File: src/rtl/uart_rx_ex.sv
// UART receiver: configurable payload/parity/stop bits, 3-sample majority voting,
// false-start rejection and a first-word-fall-through receive FIFO.
module uart_rx_ex #(
  parameter int unsigned CLK_HZ       = 10_000_000,
  parameter int unsigned BIT_RATE     = 115200,
  parameter int unsigned PAYLOAD_BITS = 8,
  parameter int unsigned PARITY_MODE  = 0,
  parameter int unsigned STOP_BITS    = 1,
  parameter int unsigned FIFO_DEPTH   = 4
) (
  input  logic                          clk,
  input  logic                          reset,
  input  logic                          uart_rxd,
  output logic [PAYLOAD_BITS-1:0]       rx_data,
  output logic                          rx_parity_err,
  output logic                          rx_frame_err,
  output logic                          rx_valid,
  input  logic                          rx_ready,
  output logic                          rx_overrun,
  output logic [$clog2(FIFO_DEPTH):0]   fifo_level,
  output logic                          busy
);

  localparam int unsigned CPB = CLK_HZ / BIT_RATE;
  localparam int unsigned H   = CPB / 2;
  localparam int unsigned CW  = $clog2(CPB);
  localparam int unsigned BW  = $clog2(PAYLOAD_BITS);
  localparam int unsigned AW  = $clog2(FIFO_DEPTH);
  localparam int unsigned LW  = AW + 1;
  localparam int unsigned EW  = PAYLOAD_BITS + 2;

  typedef enum logic [2:0] {
    S_IDLE, S_START, S_DATA, S_PARITY, S_STOP
  } state_t;

  state_t                   state_q, state_d;
  logic [1:0]               sync_q;
  logic                     prev_q;
  logic                     rxd_s;
  logic [CW-1:0]            cnt_q;
  logic [BW-1:0]            bit_q;
  logic                     stop_q;
  logic [1:0]               samp_q;
  logic [PAYLOAD_BITS-1:0]  shift_q;
  logic                     perr_q;
  logic                     ferr_q;
  logic                     at_s0, at_s1, at_mid, at_end;
  logic                     maj;
  logic                     push_c;
  logic [EW-1:0]            word_c;

  assign rxd_s  = sync_q[1];
  assign at_s0  = (cnt_q == CW'(H - 1));
  assign at_s1  = (cnt_q == CW'(H));
  assign at_mid = (cnt_q == CW'(H + 1));
  assign at_end = (cnt_q == CW'(CPB - 1));
  assign maj    = (samp_q[0] & samp_q[1]) | (samp_q[0] & rxd_s) | (samp_q[1] & rxd_s);
  assign word_c = {perr_q, ferr_q | ~maj, shift_q};

  // Synchroniser plus previous-value copy for falling-edge detection.
  always_ff @(posedge clk) begin
    if (reset) begin
      sync_q <= 2'b11;
      prev_q <= 1'b1;
    end else begin
      sync_q <= {sync_q[0], uart_rxd};
      prev_q <= sync_q[1];
    end
  end

  always_ff @(posedge clk) begin
    if (reset) state_q <= S_IDLE;
    else       state_q <= state_d;
  end

  always_comb begin
    state_d = state_q;
    push_c  = 1'b0;
    case (state_q)
      S_IDLE:   if (prev_q && !rxd_s) state_d = S_START;
      S_START: begin
        if (at_mid && maj) state_d = S_IDLE;
        else if (at_end)   state_d = S_DATA;
      end
      S_DATA:
        if (at_end && bit_q == BW'(PAYLOAD_BITS - 1))
          state_d = (PARITY_MODE != 0) ? S_PARITY : S_STOP;
      S_PARITY: if (at_end) state_d = S_STOP;
      S_STOP: begin
        // Frame ends at mid stop bit so a back-to-back start edge is not missed.
        if (at_mid && stop_q == 1'(STOP_BITS - 1)) begin
          push_c  = 1'b1;
          state_d = S_IDLE;
        end
      end
      default:  state_d = S_IDLE;
    endcase
  end

  // Bit timing, sampling and frame datapath.
  always_ff @(posedge clk) begin
    if (reset) begin
      cnt_q   <= '0;
      bit_q   <= '0;
      stop_q  <= 1'b0;
      samp_q  <= 2'b00;
      shift_q <= '0;
      perr_q  <= 1'b0;
      ferr_q  <= 1'b0;
    end else begin
      if (state_q == S_IDLE || state_d == S_IDLE || at_end) cnt_q <= '0;
      else                                                  cnt_q <= cnt_q + CW'(1);
      if (at_s0) samp_q[0] <= rxd_s;
      if (at_s1) samp_q[1] <= rxd_s;
      case (state_q)
        S_IDLE: begin
          bit_q  <= '0;
          stop_q <= 1'b0;
          perr_q <= 1'b0;
          ferr_q <= 1'b0;
        end
        S_DATA: begin
          if (at_mid) shift_q <= {maj, shift_q[PAYLOAD_BITS-1:1]};
          if (at_end) bit_q   <= bit_q + BW'(1);
        end
        S_PARITY:
          if (at_mid) perr_q <= ((^shift_q) ^ maj) != (PARITY_MODE == 1);
        S_STOP: begin
          if (at_mid && !maj) ferr_q <= 1'b1;
          if (at_end)         stop_q <= stop_q + 1'b1;
        end
        default: ;
      endcase
    end
  end

  logic [EW-1:0] mem [FIFO_DEPTH];
  logic [AW-1:0] wr_q, rd_q;
  logic [LW-1:0] level_q;
  logic          ovr_q;
  logic          pop_c, full_c, wr_c;
  logic [EW-1:0] head_c;

  assign rx_valid = (level_q != '0);
  assign full_c   = (level_q == LW'(FIFO_DEPTH));
  assign pop_c    = rx_valid && rx_ready;
  assign wr_c     = push_c && (!full_c || pop_c);
  assign head_c   = mem[rd_q];

  always_ff @(posedge clk) begin
    if (wr_c) mem[wr_q] <= word_c;
  end

  // FIFO pointers, occupancy and overrun pulse.
  always_ff @(posedge clk) begin
    if (reset) begin
      wr_q    <= '0;
      rd_q    <= '0;
      level_q <= '0;
      ovr_q   <= 1'b0;
    end else begin
      if (wr_c)  wr_q <= wr_q + AW'(1);
      if (pop_c) rd_q <= rd_q + AW'(1);
      case ({wr_c, pop_c})
        2'b10:   level_q <= level_q + LW'(1);
        2'b01:   level_q <= level_q - LW'(1);
        default: level_q <= level_q;
      endcase
      ovr_q <= push_c && full_c && !pop_c;
    end
  end

  assign rx_data       = rx_valid ? head_c[PAYLOAD_BITS-1:0] : '0;
  assign rx_frame_err  = rx_valid & head_c[PAYLOAD_BITS];
  assign rx_parity_err = rx_valid & head_c[PAYLOAD_BITS+1];
  assign rx_overrun    = ovr_q;
  assign fifo_level    = level_q;
  assign busy          = (state_q != S_IDLE);

endmodule

File: config.mk
export PLATFORM = sky130hd
export DESIGN_NAME = uart_rx_ex
export DESIGN_NICKNAME = d
export VERILOG_FILES = /design/src/rtl/uart_rx_ex.sv
export SDC_FILE = /design/constraint.sdc
export NUM_CORES = 1
export LEC_CHECK = 0
export CORE_MARGIN = 2
export CORE_UTILIZATION = 49
export CTS_CLUSTER_SIZE = 25
export DETAILED_ROUTE_END_ITERATION = 10
export PLACE_DENSITY = 0.79
export SLEW_MARGIN = 25
export SYNTH_ARGS = -nofsm -noshare
export SYNTH_HDL_FRONTEND = slang
export SYNTH_SLANG_ARGS = --single-unit
File: constraint.sdc
create_clock -name clk -period 4.55 [get_ports clk]
set_input_delay 1.365 -clock clk [delete_from_list [all_inputs] [get_ports clk]]
set_output_delay 1.365 -clock clk [all_outputs]
set_load 0.01 [all_outputs]
After elaboration in Yosys (flattened, before gate mapping)
Memory sizes are Yosys's and may differ from the RTL's. A register that Yosys moved wholly into a read port is not among the register bits.
Index checks and enable logic that the tools add are counted.
- register bits: 37
- bits in writable memories: 40
- input bits: 4
- output and inout bits: 16
- logic and storage cells: 104
- memories: 1
- memories (memory ; depth ; bits a word ; rd ports ; clocked after Yosys merged registers in ; write ports ; RTL line ; RTL):
    mem ; 4 ; 10 ; 1 ; 1 ; 1 ; 137 ; logic [EW-1:0] mem [FIFO_DEPTH];
- $add $sub $neg: 7
- equality and inequality tests: 16
- mux-type cells: 23
- bitwise operators: 11
- reductions and logical operators: 31
- operators with widths (cell ; count):
    7-bit by 6-bit == test with 1-bit output (second input constant) ; 3
    3-bit two-way mux ; 7
    3-bit one-hot mux with 5 select lines ; 1
    3-bit one-hot mux with 2 select lines ; 2
    2-bit AND reduction ; 5
    3-bit == test (second input constant) ; 3
    1-bit logical AND ; 9
    8-bit two-way mux ; 1
    2-bit != test (second input constant) ; 4
    2-bit nonzero test ; 4
    8-bit parity ; 1
    7-bit by 1-bit adder with 7-bit output (second input constant) ; 1
    7-bit == test (second input constant) ; 1
    1-bit two-way mux ; 7
    3-bit by 1-bit adder with 3-bit output (second input constant) ; 2
    3-bit by 2-bit == test with 1-bit output (second input constant) ; 2
    3-bit zero test ; 2
    1-bit one-hot mux with 2 select lines ; 3
    3-bit nonzero test ; 2
    1-bit bitwise AND ; 5
    2-bit by 1-bit adder with 2-bit output (second input constant) ; 2
    1-bit zero test ; 4
    2-bit two-way mux ; 2
    3-bit by 1-bit == test with 1-bit output (second input constant) ; 1
    9 further kinds ; 14

Logic depth before layout (Yosys ltp)
Gate-level depths: netlist of the first run.
- word-level depth: 10
- mapped depth: 10
- depth with buffers taken out: 9

Worst setup path after synthesis of the first run
No wires, ideal clock.
- path type: register to output
- start: reg with a tool-made name
- end: out rx_data[0]
- arrival time: 1553 ps
- data required time: 3185 ps
- setup slack: 1632 ps
- cell stages (with the launch flop): 4
- buffers on the path: 1
- path through: dfxtp_1 -> clkbuf_1 -> mux4_2 -> and2_1
- RTL lines (what ; RTL line ; RTL):
    end, declared ; 14 ; output logic [PAYLOAD_BITS-1:0] rx_data,

==> impl_metrics.prom, run 1 <==
# TYPE chip_impl_metric gauge
chip_impl_info{name="outcome",value="finished clean"} 1
chip_impl_metric{name="synthesis.instances",unit=""} 260
chip_impl_metric{name="routed_wire_length_per_instance",unit="µm"} 14.8
chip_impl_metric{name="dpl.hpwl",unit="µm"} 3810
chip_impl_metric{name="drt_pre_antenna_iters",unit=""} 4
chip_impl_metric{name="detailedPlace.worstSlack",unit="ps"} 1090
chip_impl_metric{name="cellLeakagePower",unit="nW"} 1.24
chip_impl_metric{name="grt_overflow_total",unit=""} 0
chip_impl_metric{name="fin_util",unit="%"} 56.8
chip_impl_info{name="timing.setup.critical_path_class",value="register to output pin"} 1
chip_impl_metric{name="data_required_critical_path",unit="ps"} 3180
chip_impl_metric{name="met3_layer_wire_length_in_the_routed_design",unit="µm"} 212
chip_impl_metric{name="setup_tns_final",unit="ps"} 0
chip_impl_metric{name="async_flop_share",unit="%"} 0
chip_impl_metric{name="synth.net_count",unit=""} 275
chip_impl_metric{name="post_synth.cell_area_avg",unit="µm²"} 12.9
chip_impl_metric{name="post_cts_buffers",unit=""} 0
chip_impl_info{name="min_path_type",value="register to register"} 1
chip_impl_metric{name="dieArea",unit="µm²"} 7550
chip_impl_metric{name="worst_skew_pair.late_latency",unit="ps"} 350
chip_impl_metric{name="gpl.final_weighted_congestion",unit=""} 0.759
chip_impl_metric{name="power.total",unit="mW"} 1.61
chip_impl_metric{name="fin_ws",unit="ps"} 856
chip_impl_metric{name="area.growth.synth_to_final",unit="%"} 13.3
chip_impl_metric{name="route.vias.total",unit=""} 1992
chip_impl_info{name="end_kind",value="output pin"} 1
chip_impl_metric{name="max_freq",unit="GHz"} 0.271
chip_impl_metric{name="fp.dieW",unit="µm"} 86.9
chip_impl_metric{name="post_synth_instance_area",unit="µm²"} 3370
chip_impl_info{name="highest_layer",value="met4"} 1
chip_impl_metric{name="total_clock_buffers_created_by_cts",unit=""} 9
chip_impl_info{name="cts_tree",value="done"} 1
chip_impl_metric{name="slew_headroom",unit="%"} 56.2
chip_impl_metric{name="placement.io_buffers",unit=""} 19
chip_impl_info{name="critPathLaunchType",value="register"} 1
chip_impl_metric{name="route.antenna.remaining_nets",unit=""} 0
chip_impl_metric{name="initial_utilization",unit="%"} 50.1
chip_impl_metric{name="drv_slew",unit=""} 0
chip_impl_metric{name="tritoncts_num_sinks",unit=""} 79
chip_impl_metric{name="timing.hold.worst_path_depth",unit=""} 1
chip_impl_info{name="postSynth.topFlopCell",value="sky130_fd_sc_hd__edfxtp_1"} 1
chip_impl_metric{name="setup_viol",unit=""} 0
chip_impl_metric{name="core",unit="µm²"} 6720
chip_impl_metric{name="detail_route.wirelength",unit="µm"} 5430
chip_impl_metric{name="clkSlewWorstSetupHoldPaths",unit="ps"} 70
chip_impl_metric{name="ys.warnings.count",unit=""} 0
chip_impl_metric{name="post_route_cells_drive_above_1_share",unit="%"} 12.2
chip_impl_metric{name="drc",unit=""} 0
chip_impl_metric{name="critical_path_arrival",unit="ps"} 2330
chip_impl_metric{name="via_density_per_instance",unit=""} 5.41
chip_impl_metric{name="ir_drop",unit="mV"} 0.174
chip_impl_metric{name="grt_pass1_wl",unit="µm"} 9010
chip_impl_metric{name="postSynthRegisterBits",unit=""} 79
chip_impl_metric{name="met2WireLength",unit="µm"} 2560
chip_impl_metric{name="post_synth_num_cell_types",unit=""} 49
chip_impl_metric{name="htreeDepth",unit=""} 3
chip_impl_metric{name="worstRegToRegCells",unit=""} 9
chip_impl_metric{name="synth-edff-count",unit=""} 40
chip_impl_metric{name="insertedDiodeCount",unit=""} 0
chip_impl_metric{name="rows",unit=""} 30
chip_impl_metric{name="wirelength_met1",unit="µm"} 2600
chip_impl_metric{name="grt_usage",unit="%"} 15.9
chip_impl_metric{name="final_critical_path_required_period",unit="ps"} 3690
chip_impl_metric{name="grt_start_max_net_pins",unit=""} 33
chip_impl_info{name="grt_setup_unrepaired",value="no"} 1
chip_impl_metric{name="io_pins",unit=""} 20
chip_impl_metric{name="finish.net_count",unit=""} 298
chip_impl_metric{name="timing.critical_path.fanout_max",unit=""} 10
chip_impl_metric{name="seq_area_frac_synth",unit="%"} 58.9
chip_impl_metric{name="grt_antenna_before_repair",unit=""} 0
chip_impl_metric{name="power_density",unit="nW/µm²"} 422
chip_impl_metric{name="post-route-period-util",unit="%"} 81.2
chip_impl_metric{name="reported_max_cap_violation_count",unit=""} 0
chip_impl_metric{name="hold_violation_count_in_the_final_report",unit=""} 0
chip_impl_metric{name="drtIter0Drc",unit=""} 119
chip_impl_metric{name="cts-hold-fix-buffers",unit=""} 0
chip_impl_metric{name="post_cts_resized",unit=""} 0
chip_impl_info{name="cts-root-buf",value="sky130_fd_sc_hd__clkbuf_8"} 1
chip_impl_metric{name="skew",unit="ps"} 10.1
chip_impl_metric{name="max_slew.worst_pin.slew",unit="ps"} 657
chip_impl_metric{name="floorplan.die.height",unit="µm"} 86.9
chip_impl_metric{name="first_global_vias",unit=""} 1859
chip_impl_metric{name="buffer_depth_of_the_longest_clock_path",unit=""} 2
[cell usage in the layout (no fill, tap or decap), drive strengths merged, types with 5 or more instances in the layout]
master and n:
or3 5, ha 10, nand2 9, inv 9, dfxtp 39, edfxtp 40, clkdlybuf4s50 19, mux4 10
and2 15, nor2 30, clkbuf 10, xnor2 9, mux2i 11, xor2 6, nor3 6, nand3 10
[cell usage after synthesis, drive strengths merged, types with 3 or more instances]
cell    number  area, µm²
nand3       10       50.1
ha          10        125
mux4        10        225
buf          3       20.0
nand2b       3       18.8
and2        15       93.8
mux2i       11        110
edfxtp      40       1200
xnor2        9       78.8
inv          9       33.8
xor2         6       52.6
or3          5       31.3
dfxtp       39        781
a21oi        4       20.0
clkbuf       5       18.8
or2          4       25.0
nor2        30        113
mux2         3       33.8
nand2        9       33.8
nor3         6       41.3
[report_power, final]
part           internal [mW]  switching [mW]  leakage [nW]  total [mW]
Combinational          0.189           0.129         0.476       0.318
Clock                  0.251           0.244        0.0859       0.495
Sequential             0.758          0.0393         0.683       0.798
Total                   1.20           0.413          1.24        1.61
[flip-flops by register name, summed over array words and instances (netlist names), 2 cells and up, named ones only]
name and flops:
wr_q 2, cnt_q 7, bit_q 3, samp_q 2, shift_q 8, state_q 3
mem 40, sync_q 2, rd_q 2, fifo_level 3
[path summary, 6_finish.rpt]
check,startpoint,to,slack (ps)
worst max-delay path,register,rx_data[2],860
worst min-delay path,sync_q[0]$_SDFF_PP1_,sync_q[1]$_SDFF_PP1_,410
worst max register to register,cnt_q[0]$_SDFF_PP0_,fifo_level[2]$_SDFFE_PP0P_,2120
worst min register to register,sync_q[0]$_SDFF_PP1_,sync_q[1]$_SDFF_PP1_,410
[layout make-up]
class | instances | area (µm²)
Clock buffer | 10 | 128
Tap cell | 80 | 100
Multi-Input combinational cell | 164 | 1310
Timing Repair Buffer | 20 | 198
Fill cell | 533 | 2910
Clock inverter | 6 | 61.3
Sequential cell | 79 | 1980
Inverter | 9 | 33.8
[worst max-delay path: stages, from the launching register on]
cell                              delay, ps
sky130_fd_sc_hd__dfxtp_1                740
sky130_fd_sc_hd__mux4_2                 580
sky130_fd_sc_hd__and2_1                 180
sky130_fd_sc_hd__clkdlybuf4s50_1        490
[stage by stage]
stage / hold WS [ps] / instance area (µm²) / instances
final: 412 / 3810 / 368
after global routing: 423 / 3810 / 368
after CTS: 417 / 3810 / 368
after detailed placement: 399 / 3620 / 352
after global placement: 398 / 3620 / 352
after floorplan: 389 / 3370 / 260
[cell families after synthesis]
| kind of cell | Yosys count | share of synthesized area (%) |
|---|---|---|
| DFF | 79 | 58.9 |
| xor gates and xnor gates | 16 | 4.57 |
| adders and majority gates | 12 | 4.61 |
| AOI/OAI and AO/OA | 15 | 3.05 |
| buffers and inverters | 17 | 2.16 |
| muxes | 24 | 11.0 |
| and+or+nand+nor | 97 | 15.8 |
[routing by layer]
layer  vias up  track usage, %
li1        979               -
met1       969            21.5
met2        36            23.7
met3         8            4.74
met5         -               0
met4         0            7.39
Note: power is estimated with default switching activity, not from simulation.
==> run 2: changes to the inputs <==
Settings changed: PLACE_DENSITY 0.79 to 0.81.
Clock period 4.55 ns to 3.2 ns, I/O delays scaled along.
==> impl_metrics.prom, run 2 (synthesis gave the netlist of run 1 again) <==
# TYPE chip_impl_metric gauge
chip_impl_metric{name="place_area",unit="µm²"} 3640
chip_impl_metric{name="power_report.internal_total",unit="mW"} 1.80
chip_impl_info{name="cts-root-buf",value="sky130_fd_sc_hd__clkbuf_8"} 1
chip_impl_metric{name="p_clk_share",unit="%"} 33.3
chip_impl_metric{name="setup_tns_final",unit="ps"} 0
chip_impl_metric{name="grt_usage",unit="%"} 16.3
chip_impl_metric{name="globalRouteMet3Util",unit="%"} 4.83
chip_impl_info{name="grt_setup_unrepaired",value="no"} 1
chip_impl_metric{name="clkSlewWorstSetupHoldPaths",unit="ps"} 80
chip_impl_metric{name="route.vias.total",unit=""} 2013
chip_impl_metric{name="grt_overflow_total",unit=""} 0
chip_impl_metric{name="rows",unit=""} 30
chip_impl_metric{name="hold_violation_count_in_the_final_report",unit=""} 0
chip_impl_metric{name="layout.cell_area.non_filler",unit="µm²"} 3860
chip_impl_metric{name="floorplan.die.height",unit="µm"} 86.9
chip_impl_metric{name="htreeDepth",unit=""} 3
chip_impl_metric{name="routed_wire_length_per_instance",unit="µm"} 14.9
chip_impl_metric{name="total_clock_buffers_created_by_cts",unit=""} 9
chip_impl_metric{name="combPwrFrac",unit="%"} 20.4
chip_impl_metric{name="post-route-period-util",unit="%"} 94.3
chip_impl_metric{name="detail_route.wirelength",unit="µm"} 5520
chip_impl_metric{name="largest_reg_flops",unit=""} 40
chip_impl_metric{name="critical_path_arrival",unit="ps"} 2060
chip_impl_metric{name="max_freq",unit="GHz"} 0.331
chip_impl_metric{name="gpl.final_weighted_congestion",unit=""} 0.838
chip_impl_metric{name="timing.critical_path.fanout_max",unit=""} 10
chip_impl_metric{name="grt_pass1_wl",unit="µm"} 9330
chip_impl_metric{name="max_slew.worst_pin.slew",unit="ps"} 535
chip_impl_metric{name="power_density",unit="nW/µm²"} 623
chip_impl_metric{name="worst_skew_pair.late_latency",unit="ps"} 350
chip_impl_metric{name="insertedDiodeCount",unit=""} 0
chip_impl_metric{name="num-fill-cells",unit=""} 518
chip_impl_metric{name="dieArea",unit="µm²"} 7550
chip_impl_metric{name="skew",unit="ps"} 12.4
chip_impl_metric{name="power_switching_share",unit="%"} 25.3
chip_impl_metric{name="placement.io_buffers",unit=""} 19
chip_impl_metric{name="fp.dieW",unit="µm"} 86.9
chip_impl_metric{name="drt_pre_antenna_iters",unit=""} 4
chip_impl_metric{name="io_pins",unit=""} 20
chip_impl_metric{name="setup_viol",unit=""} 0
chip_impl_metric{name="post_cts_resized",unit=""} 0
chip_impl_metric{name="first_global_vias",unit=""} 1937
chip_impl_metric{name="grt_use_met1",unit="%"} 21.8
chip_impl_metric{name="dpl.hpwl",unit="µm"} 3760
chip_impl_info{name="most_crowded_layer_after_global_routing",value="met2"} 1
chip_impl_info{name="cts_tree",value="done"} 1
chip_impl_metric{name="finish.net_count",unit=""} 300
chip_impl_metric{name="initial_utilization",unit="%"} 50.1
chip_impl_metric{name="power.switching",unit="mW"} 0.608
chip_impl_metric{name="route.antenna.remaining_nets",unit=""} 0
chip_impl_metric{name="use_met2",unit="%"} 25.5
chip_impl_metric{name="final_critical_path_required_period",unit="ps"} 3020
chip_impl_metric{name="slew_headroom",unit="%"} 64.3
chip_impl_metric{name="data_required_critical_path",unit="ps"} 2240
chip_impl_info{name="outcome",value="finished clean"} 1
chip_impl_info{name="final_common_cell",value="sky130_fd_sc_hd__edfxtp_1"} 1
chip_impl_metric{name="ir_drop",unit="mV"} 0.249
chip_impl_metric{name="grt_start_max_net_pins",unit=""} 25
chip_impl_metric{name="tritoncts_num_sinks",unit=""} 79
chip_impl_metric{name="fin_util",unit="%"} 57.5
chip_impl_metric{name="post_route_cells_drive_above_1_share",unit="%"} 13.1
chip_impl_metric{name="seq_power_share",unit="%"} 46.3
chip_impl_metric{name="buffer_depth_of_the_longest_clock_path",unit=""} 2
chip_impl_metric{name="cellLeakagePower",unit="nW"} 1.28
chip_impl_metric{name="reported_max_cap_violation_count",unit=""} 0
chip_impl_info{name="critPathLaunchType",value="register"} 1
chip_impl_info{name="largest_registers",value="mem (40), shift_q (8), cnt_q (7)"} 1
chip_impl_metric{name="core",unit="µm²"} 6720
chip_impl_metric{name="grt_antenna_before_repair",unit=""} 0
chip_impl_metric{name="drc",unit=""} 0
chip_impl_info{name="mostFrequentLayoutCells",value="sky130_fd_sc_hd__edfxtp_1, sky130_fd_sc_hd__dfxtp_1, sky130_fd_sc_hd__nor2_1, sky130_fd_sc_hd__clkdlybuf4s50_1, sky130_fd_sc_hd__and2_1"} 1
chip_impl_info{name="timing.setup.critical_path_class",value="register to output pin"} 1
chip_impl_metric{name="drtIter0Drc",unit=""} 93
chip_impl_metric{name="drv_slew",unit=""} 0
chip_impl_info{name="min_path_type",value="register to register"} 1
chip_impl_metric{name="area.growth.synth_to_final",unit="%"} 14.7
chip_impl_metric{name="cts-hold-fix-buffers",unit=""} 0
chip_impl_metric{name="post_cts_buffers",unit=""} 0
chip_impl_info{name="register_name_with_the_most_flops",value="mem"} 1
chip_impl_metric{name="via_density_per_instance",unit=""} 5.44
chip_impl_info{name="end_kind",value="output pin"} 1
==> run 2: cell count changes in the layout (fill, tap and decap cells not counted) <==
| cell | delta |
|---|---|
| sky130_fd_sc_hd__clkinv_4 | +3 |
| sky130_fd_sc_hd__clkinv_2 | -1 |
| sky130_fd_sc_hd__buf_4 | +2 |
| sky130_fd_sc_hd__bufinv_16 | +1 |
| sky130_fd_sc_hd__clkbuf_1 | -1 |
| sky130_fd_sc_hd__clkinvlp_4 | -2 |
==> run 2: worst paths after layout <==
kind / from / endpoint / slack (ps) / cells past startpoint
hold / removal: sync_q[0]$_SDFF_PP1_ / sync_q[1]$_SDFF_PP1_ / 420 / 1
setup / recovery: register / rx_data[3] / 180 / 4
setup reg to reg: cnt_q[0]$_SDFF_PP0_ / fifo_level[2]$_SDFFE_PP0P_ / 700 / 9
hold reg to reg: sync_q[0]$_SDFF_PP1_ / sync_q[1]$_SDFF_PP1_ / 420 / 1
==> run 2: layout make-up <==
| cell class | count | area, µm² | share of cell area [%] |
|---|---|---|---|
| repair buffers | 22 | 213 | 5.51 |
| well taps | 80 | 100 | 2.59 |
| multi-input cells | 164 | 1310 | 34.0 |
| flip-flops and latches | 79 | 1980 | 51.3 |
| inverters | 9 | 33.8 | 0.875 |
| clock buffers | 9 | 124 | 3.21 |
| clock inverters | 7 | 97.6 | 2.53 |
==> run 2: per-layer routing <==
metal,vias to the layer above,wire length [µm],share of wire (%)
met5,-,0,0
met4,0,71,1.3
met3,6,220,4.0
met2,37,2710,49
met1,983,2520,46
li1,987,-,-
==> run 2: per-stage QoR <==
step / power (mW) / setup slack [ps] / std cells / hold WS (ps)
detailed placement: 1.62 / 342 / 354 / 407
global placement: 1.62 / 400 / 354 / 393
global route: 2.51 / 83.6 / 370 / 452
floorplan: 1.41 / 687 / 260 / 389
CTS: 2.42 / 152 / 370 / 426
finish: 2.40 / 181 / 370 / 421
==> run 2: critical path, stage by stage, from the launching register on <==
cell and delay (ps):
sky130_fd_sc_hd__dfxtp_1 310, sky130_fd_sc_hd__buf_4 220, sky130_fd_sc_hd__mux4_2 530, sky130_fd_sc_hd__and2_1 170, sky130_fd_sc_hd__clkdlybuf4s50_1 470
==> run 2: power by group through the flow <==
stage	clock network [mW]	logic (mW)	registers (mW)
after floorplan	0	0.280	1.13
after global placement	0	0.484	1.13
after detailed placement	0	0.491	1.13
after CTS	0.816	0.496	1.11
after global routing	0.860	0.531	1.12
final	0.801	0.490	1.11
==> run 3: changes to the inputs <==
Settings changed: CTS_BUF_LIST set to sky130_fd_sc_hd__clkbuf_4, SKIP_CTS_REPAIR_TIMING set to 1.
==> impl_metrics.prom, run 3 (synthesis gave the netlist of run 1 again) <==
# TYPE chip_impl_metric gauge
chip_impl_metric{name="data_required_critical_path",unit="ps"} 2240
chip_impl_metric{name="drt_pre_antenna_iters",unit=""} 4
chip_impl_info{name="timing.setup.critical_path_class",value="register to output pin"} 1
chip_impl_metric{name="htreeDepth",unit=""} 3
chip_impl_metric{name="hold_violation_count_in_the_final_report",unit=""} 0
chip_impl_info{name="mostFrequentLayoutCells",value="sky130_fd_sc_hd__edfxtp_1, sky130_fd_sc_hd__dfxtp_1, sky130_fd_sc_hd__nor2_1, sky130_fd_sc_hd__clkdlybuf4s50_1, sky130_fd_sc_hd__and2_1"} 1
chip_impl_metric{name="via_density_per_instance",unit=""} 5.43
chip_impl_metric{name="skew",unit="ps"} 26.5
chip_impl_metric{name="clkSlewWorstSetupHoldPaths",unit="ps"} 140
chip_impl_info{name="final_common_cell",value="sky130_fd_sc_hd__edfxtp_1"} 1
chip_impl_info{name="cts_tree",value="done"} 1
chip_impl_info{name="end_kind",value="output pin"} 1
chip_impl_metric{name="post_route_cells_drive_above_1_share",unit="%"} 13.1
chip_impl_metric{name="insertedDiodeCount",unit=""} 0
chip_impl_metric{name="route.antenna.remaining_nets",unit=""} 0
chip_impl_metric{name="drtIter0Drc",unit=""} 100
chip_impl_metric{name="post_layout_nonfiller_instances",unit=""} 370
chip_impl_info{name="largest_registers",value="mem (40), shift_q (8), cnt_q (7)"} 1
chip_impl_metric{name="max_freq",unit="GHz"} 0.325
chip_impl_metric{name="power.total",unit="mW"} 2.27
chip_impl_metric{name="initial_utilization",unit="%"} 50.1
chip_impl_metric{name="total_clock_buffers_created_by_cts",unit=""} 9
chip_impl_metric{name="setup_tns_final",unit="ps"} 0
chip_impl_info{name="register_name_with_the_most_flops",value="mem"} 1
chip_impl_metric{name="post-route-period-util",unit="%"} 96.2
chip_impl_metric{name="core",unit="µm²"} 6720
chip_impl_metric{name="timing.critical_path.fanout_max",unit=""} 10
chip_impl_metric{name="route.vias.total",unit=""} 2009
chip_impl_metric{name="placement.io_buffers",unit=""} 19
chip_impl_metric{name="reported_max_cap_violation_count",unit=""} 0
chip_impl_metric{name="buffer_depth_of_the_longest_clock_path",unit=""} 2
chip_impl_info{name="cts-root-buf",value="sky130_fd_sc_hd__clkbuf_4"} 1
chip_impl_metric{name="power_density",unit="nW/µm²"} 595
chip_impl_metric{name="fin_ws",unit="ps"} 120
chip_impl_metric{name="seq_area",unit="µm²"} 1980
chip_impl_metric{name="detailedPlace.worstSlack",unit="ps"} 342
chip_impl_metric{name="area.growth.synth_to_final",unit="%"} 13.2
chip_impl_info{name="min_path_type",value="register to register"} 1
chip_impl_metric{name="grt_overflow_total",unit=""} 0
chip_impl_metric{name="largest_reg_flops",unit=""} 40
chip_impl_metric{name="slew_headroom",unit="%"} 63.5
chip_impl_metric{name="io_pins",unit=""} 20
chip_impl_info{name="grt_setup_unrepaired",value="no"} 1
chip_impl_metric{name="ir_drop",unit="mV"} 0.209
chip_impl_metric{name="drv_slew",unit=""} 0
chip_impl_metric{name="post-place-cells",unit=""} 354
chip_impl_metric{name="tritoncts_num_sinks",unit=""} 79
chip_impl_info{name="critPathLaunchType",value="register"} 1
chip_impl_metric{name="multi_input_combinational_cell_area",unit="µm²"} 1310
chip_impl_metric{name="first_global_vias",unit=""} 1915
chip_impl_metric{name="worst_skew_pair.late_latency",unit="ps"} 440
chip_impl_metric{name="drc",unit=""} 0
chip_impl_metric{name="floorplan.die.height",unit="µm"} 86.9
chip_impl_metric{name="grt_pass1_wl",unit="µm"} 9160
chip_impl_metric{name="rows",unit=""} 30
chip_impl_info{name="outcome",value="finished clean"} 1
chip_impl_metric{name="gpl.final_weighted_congestion",unit=""} 0.838
chip_impl_metric{name="cellLeakagePower",unit="nW"} 1.25
chip_impl_metric{name="grt_start_max_net_pins",unit=""} 25
chip_impl_metric{name="finish.net_count",unit=""} 300
chip_impl_metric{name="dpl.hpwl",unit="µm"} 3760
chip_impl_metric{name="max_slew.worst_pin.slew",unit="ps"} 548
chip_impl_metric{name="num-fill-cells",unit=""} 527
chip_impl_metric{name="setup_viol",unit=""} 0
chip_impl_metric{name="fp.dieW",unit="µm"} 86.9
chip_impl_metric{name="final_critical_path_required_period",unit="ps"} 3080
chip_impl_metric{name="detail_route.wirelength",unit="µm"} 5440
chip_impl_metric{name="dieArea",unit="µm²"} 7550
chip_impl_metric{name="grt_usage",unit="%"} 16.1
chip_impl_metric{name="grt_antenna_before_repair",unit=""} 0
chip_impl_metric{name="routed_wire_length_per_instance",unit="µm"} 14.7
chip_impl_metric{name="critical_path_arrival",unit="ps"} 2120
==> run 3: cell counts in the layout (fill, tap and decap cells not counted) <==
No cell type changed its count.
==> run 3: per-layer routing <==
layer	part of all wire (%)	up-vias	GRT usage, %
li1	-	987	-
met1	45	972	21.5
met2	49	43	24.5
met3	4.4	7	5.21
met4	1.6	0	6.25
met5	0	-	0
==> run 3: path summary, 6_finish.rpt <==
path | slack [ps] | depth (start not counted) | to | start
worst max-delay path | 120 | 4 | rx_data[3] | register
worst min-delay path | 430 | 1 | sync_q[1]$_SDFF_PP1_ | sync_q[0]$_SDFF_PP1_
worst max register to register | 710 | 9 | fifo_level[2]$_SDFFE_PP0P_ | cnt_q[0]$_SDFF_PP0_
worst min register to register | 430 | 1 | sync_q[1]$_SDFF_PP1_ | sync_q[0]$_SDFF_PP1_
==> run 3: cell type report <==
type / instances / share of cell area, %
Sequential cell: 79 / 52.0
Tap cell: 80 / 2.63
Inverter: 9 / 0.887
Multi-Input combinational cell: 164 / 34.4
Clock inverter: 7 / 2.56
Clock buffer: 9 / 1.77
Timing Repair Buffer: 22 / 5.68
==> run 3: per-stage QoR <==
stage               utilization [%]  instance area (µm²)  hold slack (ps)
floorplan                         -                 3370              389
global placement               54.2                 3640              393
detailed placement             54.2                 3640              407
CTS                            56.6                 3800              438
global route                   56.7                 3810              464
finish                         56.7                 3810              432
==> run 3: power by group <==
part           internal, mW  leakage, nW  switching (mW)  total, mW
registers              1.08        0.683          0.0322       1.11
logic                 0.281        0.487           0.209      0.490
clock network         0.318       0.0837           0.349      0.667
total                  1.68         1.25           0.591       2.27
==> run 3: worst max-delay path, stage by stage (launching register included) <==
cell and delay (ps):
sky130_fd_sc_hd__dfxtp_1 350, sky130_fd_sc_hd__buf_6 180, sky130_fd_sc_hd__mux4_2 520, sky130_fd_sc_hd__and2_1 170
sky130_fd_sc_hd__clkdlybuf4s50_1 470
